**src/rtl/conv_sched_pkg.sv**
```systemverilog
// Shared types for the convolution frame scheduler: FSM states and the IQ beat layout.
package conv_sched_pkg;

    localparam int SAMPLE_W = 16;

    // Two 16-bit samples per beat, each sample split into two bytes.
    typedef logic [1:0][1:0][7:0] iq_beat_t;

    typedef enum logic [1:0] {
        IDLE  = 2'd0,
        FEED  = 2'd1,
        DRAIN = 2'd2,
        FLUSH = 2'd3
    } sched_state_t;

endpackage

```
**src/rtl/sched_out_tracker.sv**
```systemverilog
// Output side of the frame scheduler: registers lyr3 results, counts them per frame,
// tags the last one and flags outputs beyond the per-frame quota.
module sched_out_tracker
    import conv_sched_pkg::*;
#(
    parameter int OUT_PER_FRAME = 1024,
    parameter int OUT_W         = 256
) (
    input  logic             clk,
    input  logic             rst,
    input  sched_state_t     state,
    input  logic             clr,
    input  logic             err_clr,
    input  logic             pipe_vld_out,
    input  logic [OUT_W-1:0] pipe_data_out,
    output logic             out_vld,
    output logic [OUT_W-1:0] out_data,
    output logic             out_last,
    output logic             out_full,
    output logic             hit_last,
    output logic             err_flag
);

    localparam int CNT_W = $clog2(OUT_PER_FRAME + 1);
    localparam logic [CNT_W-1:0] CNT_MAX = CNT_W'(OUT_PER_FRAME);

    logic [CNT_W-1:0] out_cnt;
    logic             err_sticky;
    logic             active;
    logic             fwd;
    logic             ovr_now;

    assign active   = (state == FEED) || (state == DRAIN);
    assign out_full = (out_cnt == CNT_MAX);
    assign fwd      = active & pipe_vld_out & ~out_full;
    assign hit_last = fwd & (out_cnt == (CNT_MAX - 1'b1));
    assign ovr_now  = active & pipe_vld_out & out_full;
    // An overrun in the very cycle the frame closes must still be reported.
    assign err_flag = err_sticky | ovr_now;

    always_ff @(posedge clk) begin
        if (rst) begin
            out_vld    <= 1'b0;
            out_data   <= '0;
            out_last   <= 1'b0;
            out_cnt    <= '0;
            err_sticky <= 1'b0;
        end else begin
            out_vld  <= fwd;
            out_last <= hit_last;
            if (fwd)
                out_data <= pipe_data_out;

            if (clr)
                out_cnt <= '0;
            else if (fwd)
                out_cnt <= out_cnt + 1'b1;

            if (err_clr)
                err_sticky <= 1'b0;
            else if (ovr_now)
                err_sticky <= 1'b1;
        end
    end

endmodule

```
**src/rtl/conv_frame_sched.sv**
```systemverilog
// Frame scheduler for the lyr1->lyr2->lyr3 pipeline: gates FRAME_LEN input beats per frame,
// waits for the frame's outputs (or a timeout) and resets the layers between frames.
//
// state | meaning
// IDLE  | waiting for start, input blocked
// FEED  | accepting input beats into lyr1
// DRAIN | input done, waiting for remaining lyr3 outputs or timeout
// FLUSH | holding lyr_rst for RST_CYCLES cycles
module conv_frame_sched
    import conv_sched_pkg::*;
#(
    parameter int FRAME_LEN     = 1024,
    parameter int OUT_PER_FRAME = 1024,
    parameter int DRAIN_TIMEOUT = 4096,
    parameter int RST_CYCLES    = 4,
    parameter int OUT_W         = 256
) (
    input  logic                  clk,
    input  logic                  rst,
    input  logic                  start,
    input  logic                  cont,
    input  logic                  in_vld,
    output logic                  in_rdy,
    input  logic [2*SAMPLE_W-1:0] in_data,
    output logic                  lyr_rst,
    output logic                  lyr_vld_in,
    output logic [2*SAMPLE_W-1:0] lyr_data_in,
    input  logic                  pipe_vld_out,
    input  logic [OUT_W-1:0]      pipe_data_out,
    output logic                  out_vld,
    output logic [OUT_W-1:0]      out_data,
    output logic                  out_last,
    output logic                  frame_done,
    output logic                  frame_err,
    output logic                  busy
);

    localparam int IN_W  = $clog2(FRAME_LEN + 1);
    localparam int TMO_W = $clog2(DRAIN_TIMEOUT + 1);
    localparam int FL_W  = $clog2(RST_CYCLES + 1);

    sched_state_t     state, state_nxt;
    logic [IN_W-1:0]  in_cnt;
    logic [TMO_W-1:0] tmo_cnt;
    logic [FL_W-1:0]  fl_cnt;
    logic             post_rst;
    iq_beat_t         lyr_beat;

    logic accept, in_last, tmo_hit, fl_last, flush_exit;
    logic out_full, hit_last, err_flag;

    assign accept  = in_vld & in_rdy;
    assign in_last = (in_cnt == IN_W'(FRAME_LEN - 1));
    assign tmo_hit = (tmo_cnt == TMO_W'(DRAIN_TIMEOUT - 1));
    assign fl_last = (fl_cnt == FL_W'(RST_CYCLES - 1));

    assign lyr_rst     = rst | (state == FLUSH);
    assign busy        = (state != IDLE);
    assign lyr_data_in = lyr_beat;

    always_comb begin
        state_nxt  = state;
        in_rdy     = 1'b0;
        frame_done = 1'b0;
        frame_err  = 1'b0;
        flush_exit = 1'b0;
        case (state)
            IDLE: begin
                if (start)
                    state_nxt = FEED;
            end
            FEED: begin
                in_rdy = 1'b1;
                if (accept && in_last)
                    state_nxt = DRAIN;
            end
            DRAIN: begin
                if (out_full || tmo_hit) begin
                    state_nxt  = FLUSH;
                    frame_done = 1'b1;
                    // Last output landing together with the timeout counts as success.
                    frame_err  = err_flag | (tmo_hit & ~out_full & ~hit_last);
                end
            end
            FLUSH: begin
                if (fl_last) begin
                    flush_exit = 1'b1;
                    state_nxt  = (cont && !post_rst) ? FEED : IDLE;
                end
            end
            default: state_nxt = IDLE;
        endcase
    end

    // Reset lands in FLUSH so the layers stay in reset for RST_CYCLES after rst falls.
    always_ff @(posedge clk) begin
        if (rst) begin
            state      <= FLUSH;
            in_cnt     <= '0;
            tmo_cnt    <= '0;
            fl_cnt     <= '0;
            post_rst   <= 1'b1;
            lyr_vld_in <= 1'b0;
            lyr_beat   <= '0;
        end else begin
            state      <= state_nxt;
            lyr_vld_in <= accept;
            if (accept)
                lyr_beat <= in_data;

            if (flush_exit)
                in_cnt <= '0;
            else if (accept)
                in_cnt <= in_cnt + 1'b1;

            tmo_cnt <= (state == DRAIN) ? tmo_cnt + 1'b1 : '0;
            fl_cnt  <= (state == FLUSH && !fl_last) ? fl_cnt + 1'b1 : '0;

            if (flush_exit)
                post_rst <= 1'b0;
        end
    end

    sched_out_tracker #(
        .OUT_PER_FRAME (OUT_PER_FRAME),
        .OUT_W         (OUT_W)
    ) u_out_tracker (
        .clk           (clk),
        .rst           (rst),
        .state         (state),
        .clr           (flush_exit),
        .err_clr       (frame_done),
        .pipe_vld_out  (pipe_vld_out),
        .pipe_data_out (pipe_data_out),
        .out_vld       (out_vld),
        .out_data      (out_data),
        .out_last      (out_last),
        .out_full      (out_full),
        .hit_last      (hit_last),
        .err_flag      (err_flag)
    );

endmodule

```
**config.mk**
```make
export PLATFORM = sky130hd
export DESIGN_NAME = conv_frame_sched
export DESIGN_NICKNAME = d
export VERILOG_FILES = /design/src/rtl/conv_sched_pkg.sv /design/src/rtl/sched_out_tracker.sv /design/src/rtl/conv_frame_sched.sv
export SDC_FILE = /design/constraint.sdc
export NUM_CORES = 1
export LEC_CHECK = 0
export CAP_MARGIN = 20
export CORE_AREA = 4 4 229 231
export CTS_CLUSTER_SIZE = 24
export DETAILED_ROUTE_END_ITERATION = 10
export DIE_AREA = 0 0 233 235
export HOLD_SLACK_MARGIN = 0.02
export MAX_ROUTING_LAYER = met4
export SYNTH_ARGS = -nofsm -noshare
export SYNTH_HDL_FRONTEND = slang
export SYNTH_HIERARCHICAL = 1
export SYNTH_SLANG_ARGS = --single-unit
```
**constraint.sdc**
```tcl
create_clock -name clk -period 2.5 [get_ports clk]
set_input_delay 0.375 -clock clk [delete_from_list [all_inputs] [get_ports clk]]
set_output_delay 0.375 -clock clk [all_outputs]
set_load 0.01 [all_outputs]
```
==> impl_metrics.tcl <==
set metrics [dict create \
    outcome "complete, but fails checks" \
    violations "setup timing" \
    ys_async_sr_fraction 0 \
    startpoint_type "flop" \
    holdWs_ps 112 \
    synth-warning-count 6 \
    yosysSeqAreaShare 0.556 \
    gp_congestion 0.806 \
    remaining_drc_errors 0 \
    area.growth.synth_to_final_pct 67.6 \
    postSynthAreaPerCell_um2 8.08 \
    slew_headroom 0.466 \
    initial_utilization 0.240 \
    peakVddDrop_uv 545 \
    layout_min_cycle_time_ps 2540 \
    post_route_cells_drive_above_1_share 0.0651 \
    final_area_um2 20100 \
    ant_nets 0 \
    cp_cell_sequence "inv_2 -> ha_4 -> or4b_4 -> nor3_2 -> buf_4 -> o21a_1 -> o21a_1 -> buf_6" \
    synth_edf_count 0 \
    post-route-period-util 1.01 \
    chipWidth_um 233 \
    fin_nets 2362 \
    wl_um 44100 \
    critPathBufInv 3 \
    ys.flop_type "dfxtp_1" \
    fin_tns_setup_ps -35.6 \
    clock-root-buffer "clkbuf_16" \
    place_ws_ps 10.0 \
    p_leak_nw 6.99 \
    path_class "flop to output port" \
    cts_buffers 40 \
    setup_viol 1 \
    dp_hpwl_um 32700 \
    max_freq_mhz 394 \
    clk_pin_slew_ps 60 \
    vias 12000 \
    gr-usage-all-layers 0.155 \
    cpPeakStageDelay_ps 460 \
    vias_per_cell 4.34 \
    gr-total-overflow 0 \
    synth.distinct_cells 41 \
    rows 82 \
    grt_pass1_wl_um 66200 \
    clk_latency_ps 530 \
    cpLargestDelayFamily "simple AND/OR/NAND/NOR gates" \
    worst_slack_ps -35.6 \
    ys_seq_elements 333 \
    dieHeight_um 235 \
    crit_top_cell "o21a_1" \
    h-tree-depth 2 \
    core_um2 50100 \
    syn_nets 1790 \
    wire_per_inst_um 16.0 \
    endpoint_kind "output port" \
    maxCapViolations 0 \
    dieArea_um2 54800 \
    powerDensity_nw_per_um2 924 \
    drt-initial-drc-count 459 \
    hold_viol_final 0 \
    regArea_um2 6670 \
    dpl-instance-area_um2 18700 \
    portBuffers 589 \
    finalPower_mw 18.6 \
    post-route-util 0.402 \
    cts_tree "done" \
    drtPass1Iterations 5 \
    cts_sinks 333 \
    io_pins 590 \
    multi_input_area_um2 4820 \
    clockBufferDepth 3 \
    finClkSkew_ps 10.7 \
    syn_inst 1485 \
    critPathArrivalTime_ps 2160 \
    grt_max_degree 151 \
    netlist_area_um2 12000 \
    slowest_stage "or4b_4" \
    tightest_slew_ps 801 \
    final_cells 2764 \
    dp_cells 2686 \
    grt_pass1_vias 11900 \
    report.final.slew_viol_count 0 \
    antenna_found_initial 3 \
    min_path_type "input pin to flop" \
    fillers 5034 \
    grt_setup_unrepaired "true" \
    required_ps 2120 \
    worstPathMaxFanout 4 \
]
==> where the power goes <==
group	switching (mW)	total, mW	leakage, nW	internal (mW)
logic	3.15	6.11	3.63	2.96
clock network	2.27	5.77	0.664	3.50
registers	0.484	6.70	2.70	6.22
==> final timing paths <==
kind | startpoint | endpoint | slack [ps] | cells after the start
worst max-delay path | u_out_tracker/out_cnt[0] | frame_err | -40 | 8
worst min-delay path | rst | u_out_tracker/out_data[239] | 110 | 2
worst max register to register | u_out_tracker/out_cnt[0] | u_out_tracker/out_data[154] | 160 | 9
worst min register to register | fl_cnt[0] | fl_cnt[0] | 420 | 1
==> worst register-to-register path: stages (launching register included) <==
cell and delay, ps:
dfxtp_2 320, inv_2 60, ha_4 110, or4b_4 460, buf_4 170, o311ai_4 380, buf_12 230, buf_12 270
nand2_1 100, a21oi_1 160
==> synthesized netlist by cell type, types with 4 or more instances <==
cell	instances	area, µm²
nand2_1	589	2210
dfxtp_1	333	6670
a21oi_1	297	1490
clkbuf_1	54	203
nor2_1	38	143
buf_2	22	110
buf_4	22	165
xnor2_1	20	175
inv_1	16	60.1
ha_1	11	138
nand3_1	11	55.1
nor3_1	10	50.1
nand4_1	8	50.1
o21ai_0	6	30.0
xor2_1	6	52.6
nor4_1	4	25.0
or2_2	4	25.0
or3_1	4	25.0
==> layout make-up <==
class,count,area share
multi-input cells,1036,0.240
clock inverters,14,0.00554
clock buffers,59,0.0609
diodes,4,0.000498
well taps,672,0.0418
repair buffers,630,0.317
flip-flops and latches,333,0.332
inverters,16,0.00299
==> per-layer routing <==
metal | vias to the layer above | part of all wire | track usage
li1 | 5963 | - | -
met1 | 5498 | 0.39 | 0.169
met3 | 67 | 0.11 | 0.0602
met4 | 0 | 0.024 | 0.0458
met5 | - | 0 | -
met2 | 468 | 0.48 | 0.261
==> flip-flops by register name (all words and copies together), names as in the netlist <==
| signal | cells |
|---|---|
| state | 2 |
| in_cnt | 11 |
| fl_cnt | 3 |
| u_out_tracker/out_last | 1 |
| lyr_data_in | 32 |
| u_out_tracker/out_cnt | 11 |
| u_out_tracker/out_vld | 1 |
| post_rst | 1 |
| tmo_cnt | 13 |
| u_out_tracker/out_data | 256 |
| lyr_vld_in | 1 |
| u_out_tracker/err_sticky | 1 |
==> logic make-up (layout without fill, tap and decap cells) <==
kind of cell,after synthesis,count (layout),synth area share
AOI/OAI and AO/OA,315,315,0.139
xor gates and xnor gates,26,26,0.0190
adders and majority gates,11,11,0.0115
buffers and inverters,116,719,0.0464
DFF,333,333,0.556
muxes,1,1,0.000834
other,0,4,0
and+or+nand+nor,683,683,0.228
==> repair_timing <==
item	CTS	global route
setup buffers	1	0
resized for setup	14	6
pin swaps	2	0
hold buffers	0	0
endpoints found under the setup margin	2	2
==> cells in the final DEF, fill, tap and decap left out, drive strengths merged, types with 2 or more instances in the layout <==
cell,Yosys,final
nand2,589,589
clkdlybuf4s50,0,586
dfxtp,333,333
a21oi,297,297
clkbuf,55,60
buf,45,43
nor2,38,38
xnor2,20,20
inv,16,19
nand3,12,12
ha,11,11
nor3,10,10
nand4,10,10
clkinv,0,8
o21ai,6,6
xor2,6,6
or3,5,5
diode,0,4
or2,4,4
nor4,4,4
and2,2,2
o21a,2,2
clkinvlp,0,2
nor4b,2,2
nor3b,2,2
a31oi,2,2
or4b,2,2
o41ai,2,2
a31o,2,2
No activity file was read; power rests on OpenSTA's default activity.
==> RTL change 1, RTL diff (same flow settings) <==
Encoding of `sched_state_t`: now Gray code (2 bits for 4 states).
--- a/src/rtl/conv_sched_pkg.sv
+++ b/src/rtl/conv_sched_pkg.sv
@@ -7,10 +7,10 @@
     typedef logic [1:0][1:0][7:0] iq_beat_t;
 
     typedef enum logic [1:0] {
-        IDLE  = 2'd0,
-        FEED  = 2'd1,
-        DRAIN = 2'd2,
-        FLUSH = 2'd3
+        IDLE  = 2'b00,
+        FEED  = 2'b01,
+        DRAIN = 2'b11,
+        FLUSH = 2'b10
     } sched_state_t;
 
 endpackage
Check against the original RTL: no difference found for any inputs over 4 cycles, from zero or initial values and one cycle with rst high; so few cycles prove little.
==> RTL change 1 against the unedited design <==
Sequential share of layout area down 0.36 points; sequential cell count unchanged; wire length down 3.1%; setup slack better by 0.12 ns; fmax up 4.9%; die area unchanged; first-iteration DRC count up 0.44%; area after synthesis up 1.8%; design area up 1.2%.
Power is not compared: it rests on default switching activity, and its combinational part moved more than twofold at a synthesized area within 25%.
==> RTL change 1: results (changes against the unedited design) <==
stage,metric,value,unit,change
logic_synthesis,syn_nets,1498,,was 1790
logic_synthesis,distinct cell type count after synthesis,42,,was 41
sta,Worst Skew,0.0126,ns,was 0.0107 ns
global_routing,GRT Overall Usage,0.151,,was 0.155
setup_path,R2R setup slack,0.54,ns,was 0.16 ns
global_routing,initial antenna violation count,6,,was 3
drt,Routed WL per cell,17.1,um,was 16.0 um
logic_synthesis,Synth Area in Compound Gates,0.0334,,was 0.139
setup_path,r2r startpoint,u_out_tracker/out_cnt[3],,was u_out_tracker/out_cnt[0]
drt,DRT Pass-1 Iters,4,,was 5
logic_synthesis,post-synthesis adder-cell area fraction,0.00614,,was 0.0115
run_status,status,"complete, no violations",,"was complete, but fails checks"
layout,fillcell total,4954,,was 5034
layout,Repair and plain buffers,631,,was 630
logic_synthesis,Mapped Cells,1198,,was 1485
drt,Starting DRT DRC Count,461,,was 459
logic_synthesis,Synth Area in XOR/XNOR,0.00860,,was 0.0190
setup_path,slowest cell delay on critical path,0.34,ns,was 0.46 ns
layout,fin cells,2502,,was 2764
drt,routed vias,10600,,was 12000
layout,Final Net Count,2096,,was 2362
worst_hold_path,hold-critical path endpoint,post_rst,,was u_out_tracker/out_data[239]
clocking,Worst-Skew Late Latency,0.55,ns,was 0.53 ns
logic_synthesis,most frequent cells after synthesis,"dfxtp_1, nor2_1, mux2i_1",,"was nand2_1, dfxtp_1, a21oi_1"
layout,Multi-input comb cells,777,,was 1036
logic_synthesis,synth top area cells,"dfxtp_1, mux2i_1, nor2_1",,"was dfxtp_1, nand2_1, a21oi_1"
global_routing,global-route wire length before repair,63.4,mm,was 66.2 mm
setup_path,Reg-to-Reg End,u_out_tracker/out_data[157],,was u_out_tracker/out_data[154]
layout,non-clk buf share,0.313,,was 0.317
layout,share of layout cells above drive strength 1,0.0685,,was 0.0651
sta,max_slew headroom,0.365,,was 0.466
setup_path,"Arr. time, crit path",2.04,ns,was 2.16 ns
sta,period utilisation layout,0.967,,was 1.01
setup_path,critical-path cell with the highest stage delay,dfxtp_2,,was or4b_4
layout,multi-input combinational area share,0.250,,was 0.240
logic_synthesis,register area share after synthesis,0.546,,was 0.556
setup_path,Reg2Reg Depth,7,,was 9
worst_hold_path,Hold Crit Depth,3,,was 2
place,DP Cell Count,2423,,was 2686
## RTL change 1: changes by cell type after synthesis, sizes merged, moves of 5 or more
cell,change
a21oi,-248
o31ai,+8
nor2,+240
buf,-9
ha,-5
clkbuf,-17
nand3b,+5
nand2,-507
mux2i,+259
or4,+8
nor3,-6
xnor2,-15
## RTL change 1: worst register-to-register path: stages, from the launching register on
cell and delay (ns):
dfxtp_1 0.46, nor4b_4 0.08, buf_4 0.15, a31oi_4 0.26
buf_12 0.28, buf_12 0.30, mux2i_1 0.24, nor2_1 0.06
## RTL change 1: what timing repair did
| action | CTS | global route |
|---|---|---|
| pin swaps | 6 | 7 |
| setup buffers | 3 | 1 |
| hold endpoints to repair | 0 | 0 |
| resized for setup | 16 | 9 |
| setup endpoints to repair | 2 | 2 |
| cloned | 0 | 0 |
## RTL change 1: cell families after synthesis
kind of cell | count (synthesis)
AND/OR/NAND/NOR | 428
flip-flops | 333
buffers and inverters | 88
multiplexers | 260
AO/OA/AOI/OAI | 71
XOR/XNOR | 12
adder cells (fa/ha/maj) | 6
## RTL change 1: per-layer routing
layer | wire [um] | track usage
met3 | 3890 | 0.0522
met4 | 1320 | 0.0505
met2 | 20700 | 0.257
met1 | 16800 | 0.166
met5 | 0 | -
## RTL change 1: per-stage QoR
stage | utilization | hold WS (ns) | cell area, um^2
floorplan | - | 0.399 | 12200
global placement | 0.378 | 0.409 | 18900
detailed placement | 0.378 | 0.417 | 18900
CTS | 0.406 | 0.178 | 20300
global route | 0.407 | 0.229 | 20400
finish | 0.407 | 0.227 | 20400
==> RTL change 2, RTL diff (config.mk and constraints unchanged) <==
Made on the original files. `RST_CYCLES`: 4 -> 8.
--- a/src/rtl/conv_frame_sched.sv
+++ b/src/rtl/conv_frame_sched.sv
@@ -12,7 +12,7 @@
     parameter int FRAME_LEN     = 1024,
     parameter int OUT_PER_FRAME = 1024,
     parameter int DRAIN_TIMEOUT = 4096,
-    parameter int RST_CYCLES    = 4,
+    parameter int RST_CYCLES    = 8,
     parameter int OUT_W         = 256
 ) (
     input  logic                  clk,
Behaviour: not the same (a bounded check fails within 10 cycles, from zero or initial values and one cycle with rst high).
==> RTL change 2 against the unedited design <==
The flow still finishes with violations (setup timing); synthesized cell count is 0.34% higher; setup slack worse by 0.20 ns; design area hardly changed; cell count is 0.18% higher; utilization hardly changed; area after synthesis is 0.29% higher; count of clock-buffer cells in the layout is 1 higher; fmax is 7.3% lower; register-to-register slack worse by 0.04 ns; die area stayed put; wire length is 0.12% higher; sequential cell count is 1 higher; total power is 6.0% lower; critical path type unchanged; largest cell class unchanged.
==> RTL change 2: results (changes against the unedited design) <==
stage,metric,value,unit,change
layout,Top reg by flops,u_out_tracker/out_data,,unchanged
setup_path,"Arr. time, crit path",2.36,ns,was 2.16 ns
place,Place WS,-0.176,ns,was 0.0100 ns
power_and_ir_drop,cell internal pwr,0.0121,W,was 0.0127 W
logic_synthesis,most frequent cells after synthesis,"nand2_1, dfxtp_1, a21oi_1",,unchanged
layout,fillcell total,5123,,was 5034
worst_hold_path,hold-critical path endpoint,u_out_tracker/out_last,,was u_out_tracker/out_data[239]
drt,Residual DRC,0,,unchanged
logic_synthesis,Mapped Cells,1490,,was 1485
global_routing,global-route wire length before repair,67.0,mm,was 66.2 mm
logic_synthesis,syn_nets,1794,,was 1790
power_and_ir_drop,Leak,7.01,nW,was 6.99 nW
drt,DRT Pass-1 Iters,4,,was 5
drt,WL final,44.1,mm,about the same
clocking,cts repair resizes,18,,was 14
clocking,clock buffer depth,3,,unchanged
layout,Final Net Count,2367,,was 2362
logic_synthesis,"Top FF cell, synth",dfxtp_1,,unchanged
global_routing,largest net degree at the start of global routing,169,,was 151
clocking,"Clk pin slew, worst setup/hold paths",0.06,ns,about the same
setup_path,Reg2Reg Depth,8,,was 9
place,DP Cell Count,2688,,was 2686
worst_hold_path,Hold Crit Depth,3,,was 2
clocking,root buffer cell,clkbuf_16,,unchanged
drt,Routed WL per cell,15.9,um,was 16.0 um
place,GPL Wtd Cong,0.806,,about the same
sta,Final WS setup,-0.234,ns,was -0.0356 ns
layout,max reg flops,256,,unchanged
setup_path,r2r startpoint,u_out_tracker/out_cnt[0],,unchanged
global_routing,initial antenna violation count,5,,was 3
clocking,H-Tree Depth,2,,unchanged
setup_path,R2R setup slack,0.12,ns,was 0.16 ns
run_status,violated checks,setup timing,,unchanged
sta,hold_ws,0.344,ns,was 0.112 ns
sta,Worst Skew,0.0174,ns,was 0.0107 ns
setup_path,Crit Path Max Fanout,2,,was 4
power_and_ir_drop,Worst IR Drop VDD,517,uV,was 545 uV
place,final HPWL from detailed placement,31.8,mm,was 32.7 mm
logic_synthesis,synth top area cells,"dfxtp_1, nand2_1, a21oi_1",,unchanged
worst_hold_path,HP Class,primary input to flip-flop,,unchanged
setup_path,Worst Setup EP,frame_err,,unchanged
setup_path,Worst Setup SP,u_out_tracker/out_cnt[0],,unchanged
clocking,Post-CTS Setup Repair Bufs,4,,was 1
clocking,Num CTS Buffers,40,,unchanged
drt,Starting DRT DRC Count,413,,was 459
logic_synthesis,YS warnings,6,,unchanged
sta,Final setup violation count,2,,was 1
logic_synthesis,register area share after synthesis,0.556,,about the same
drt,DR vias/cell,4.31,,was 4.34
global_routing,GRT Overall Usage,0.157,,was 0.155
worst_hold_path,Hold Path Origin,rst,,unchanged
sta,"Hold Vio Cnt, Final",0,,unchanged
sta,worst-margin pin slew,0.959,ns,was 0.801 ns
logic_synthesis,distinct cell type count after synthesis,46,,was 41
setup_path,Reg-to-Reg End,u_out_tracker/out_data[126],,was u_out_tracker/out_data[154]
global_routing,vias in the first global route,12000,,was 11900
layout,share of layout cells above drive strength 1,0.0607,,was 0.0651
run_status,status,"complete, but fails checks",,unchanged
## RTL change 2: worst max-delay path: stages (launching register included)
cell,delay [ns]
dfxtp_2,0.32
inv_2,0.07
ha_4,0.12
or4b_4,0.48
nor3_4,0.20
inv_2,0.06
o41ai_4,0.06
and2_4,0.20
buf_6,0.09
o21a_1,0.10
buf_2,0.12
## RTL change 2: routing by layer
layer	routed length (um)	global-route usage	vias up	part of all wire
met1	17600	0.172	5465	0.40
met2	21300	0.263	423	0.48
met3	4190	0.0586	59	0.095
met4	1020	0.0478	0	0.023
met5	0	-	-	0
li1	-	-	5988	-
## RTL change 2: per-stage QoR
step	setup TNS (ns)	cell area [um^2]
2_1_floorplan	0	12000
3_3_place_gp	-0.394	18700
3_5_place_dp	-0.237	18700
4_1_cts	-0.451	20100
5_1_grt	-0.718	20100
6_report	-0.423	20100
## RTL change 2: cells by family after synthesis
group,synth area share
buffers and inverters,0.0455
AO/OA/AOI/OAI,0.139
adder cells (fa/ha/maj),0.0104
flip-flops,0.556
AND/OR/NAND/NOR,0.228
XOR/XNOR,0.0211
multiplexers,0.000832
## RTL change 2: area by class of cell
class | instances | share of cell area
antenna | 5 | 0.000623
clock buffer | 60 | 0.0586
clock inverter | 11 | 0.00567
inverter | 17 | 0.00318
multi-input combinational | 1039 | 0.241
sequential | 334 | 0.333
tap | 672 | 0.0418
timing repair buffer | 631 | 0.316
## RTL change 2: power groups by stage
| stage | logic, W | clock network, W | registers [W] |
|---|---|---|---|
| after global routing | 0.00572 | 0.00616 | 0.00661 |
| after detailed placement | 0.00526 | 0 | 0.00662 |
| final | 0.00523 | 0.00573 | 0.00651 |
| after global placement | 0.00522 | 0 | 0.00659 |
| after floorplan | 0.00213 | 0 | 0.00694 |
| after CTS | 0.00530 | 0.00596 | 0.00652 |
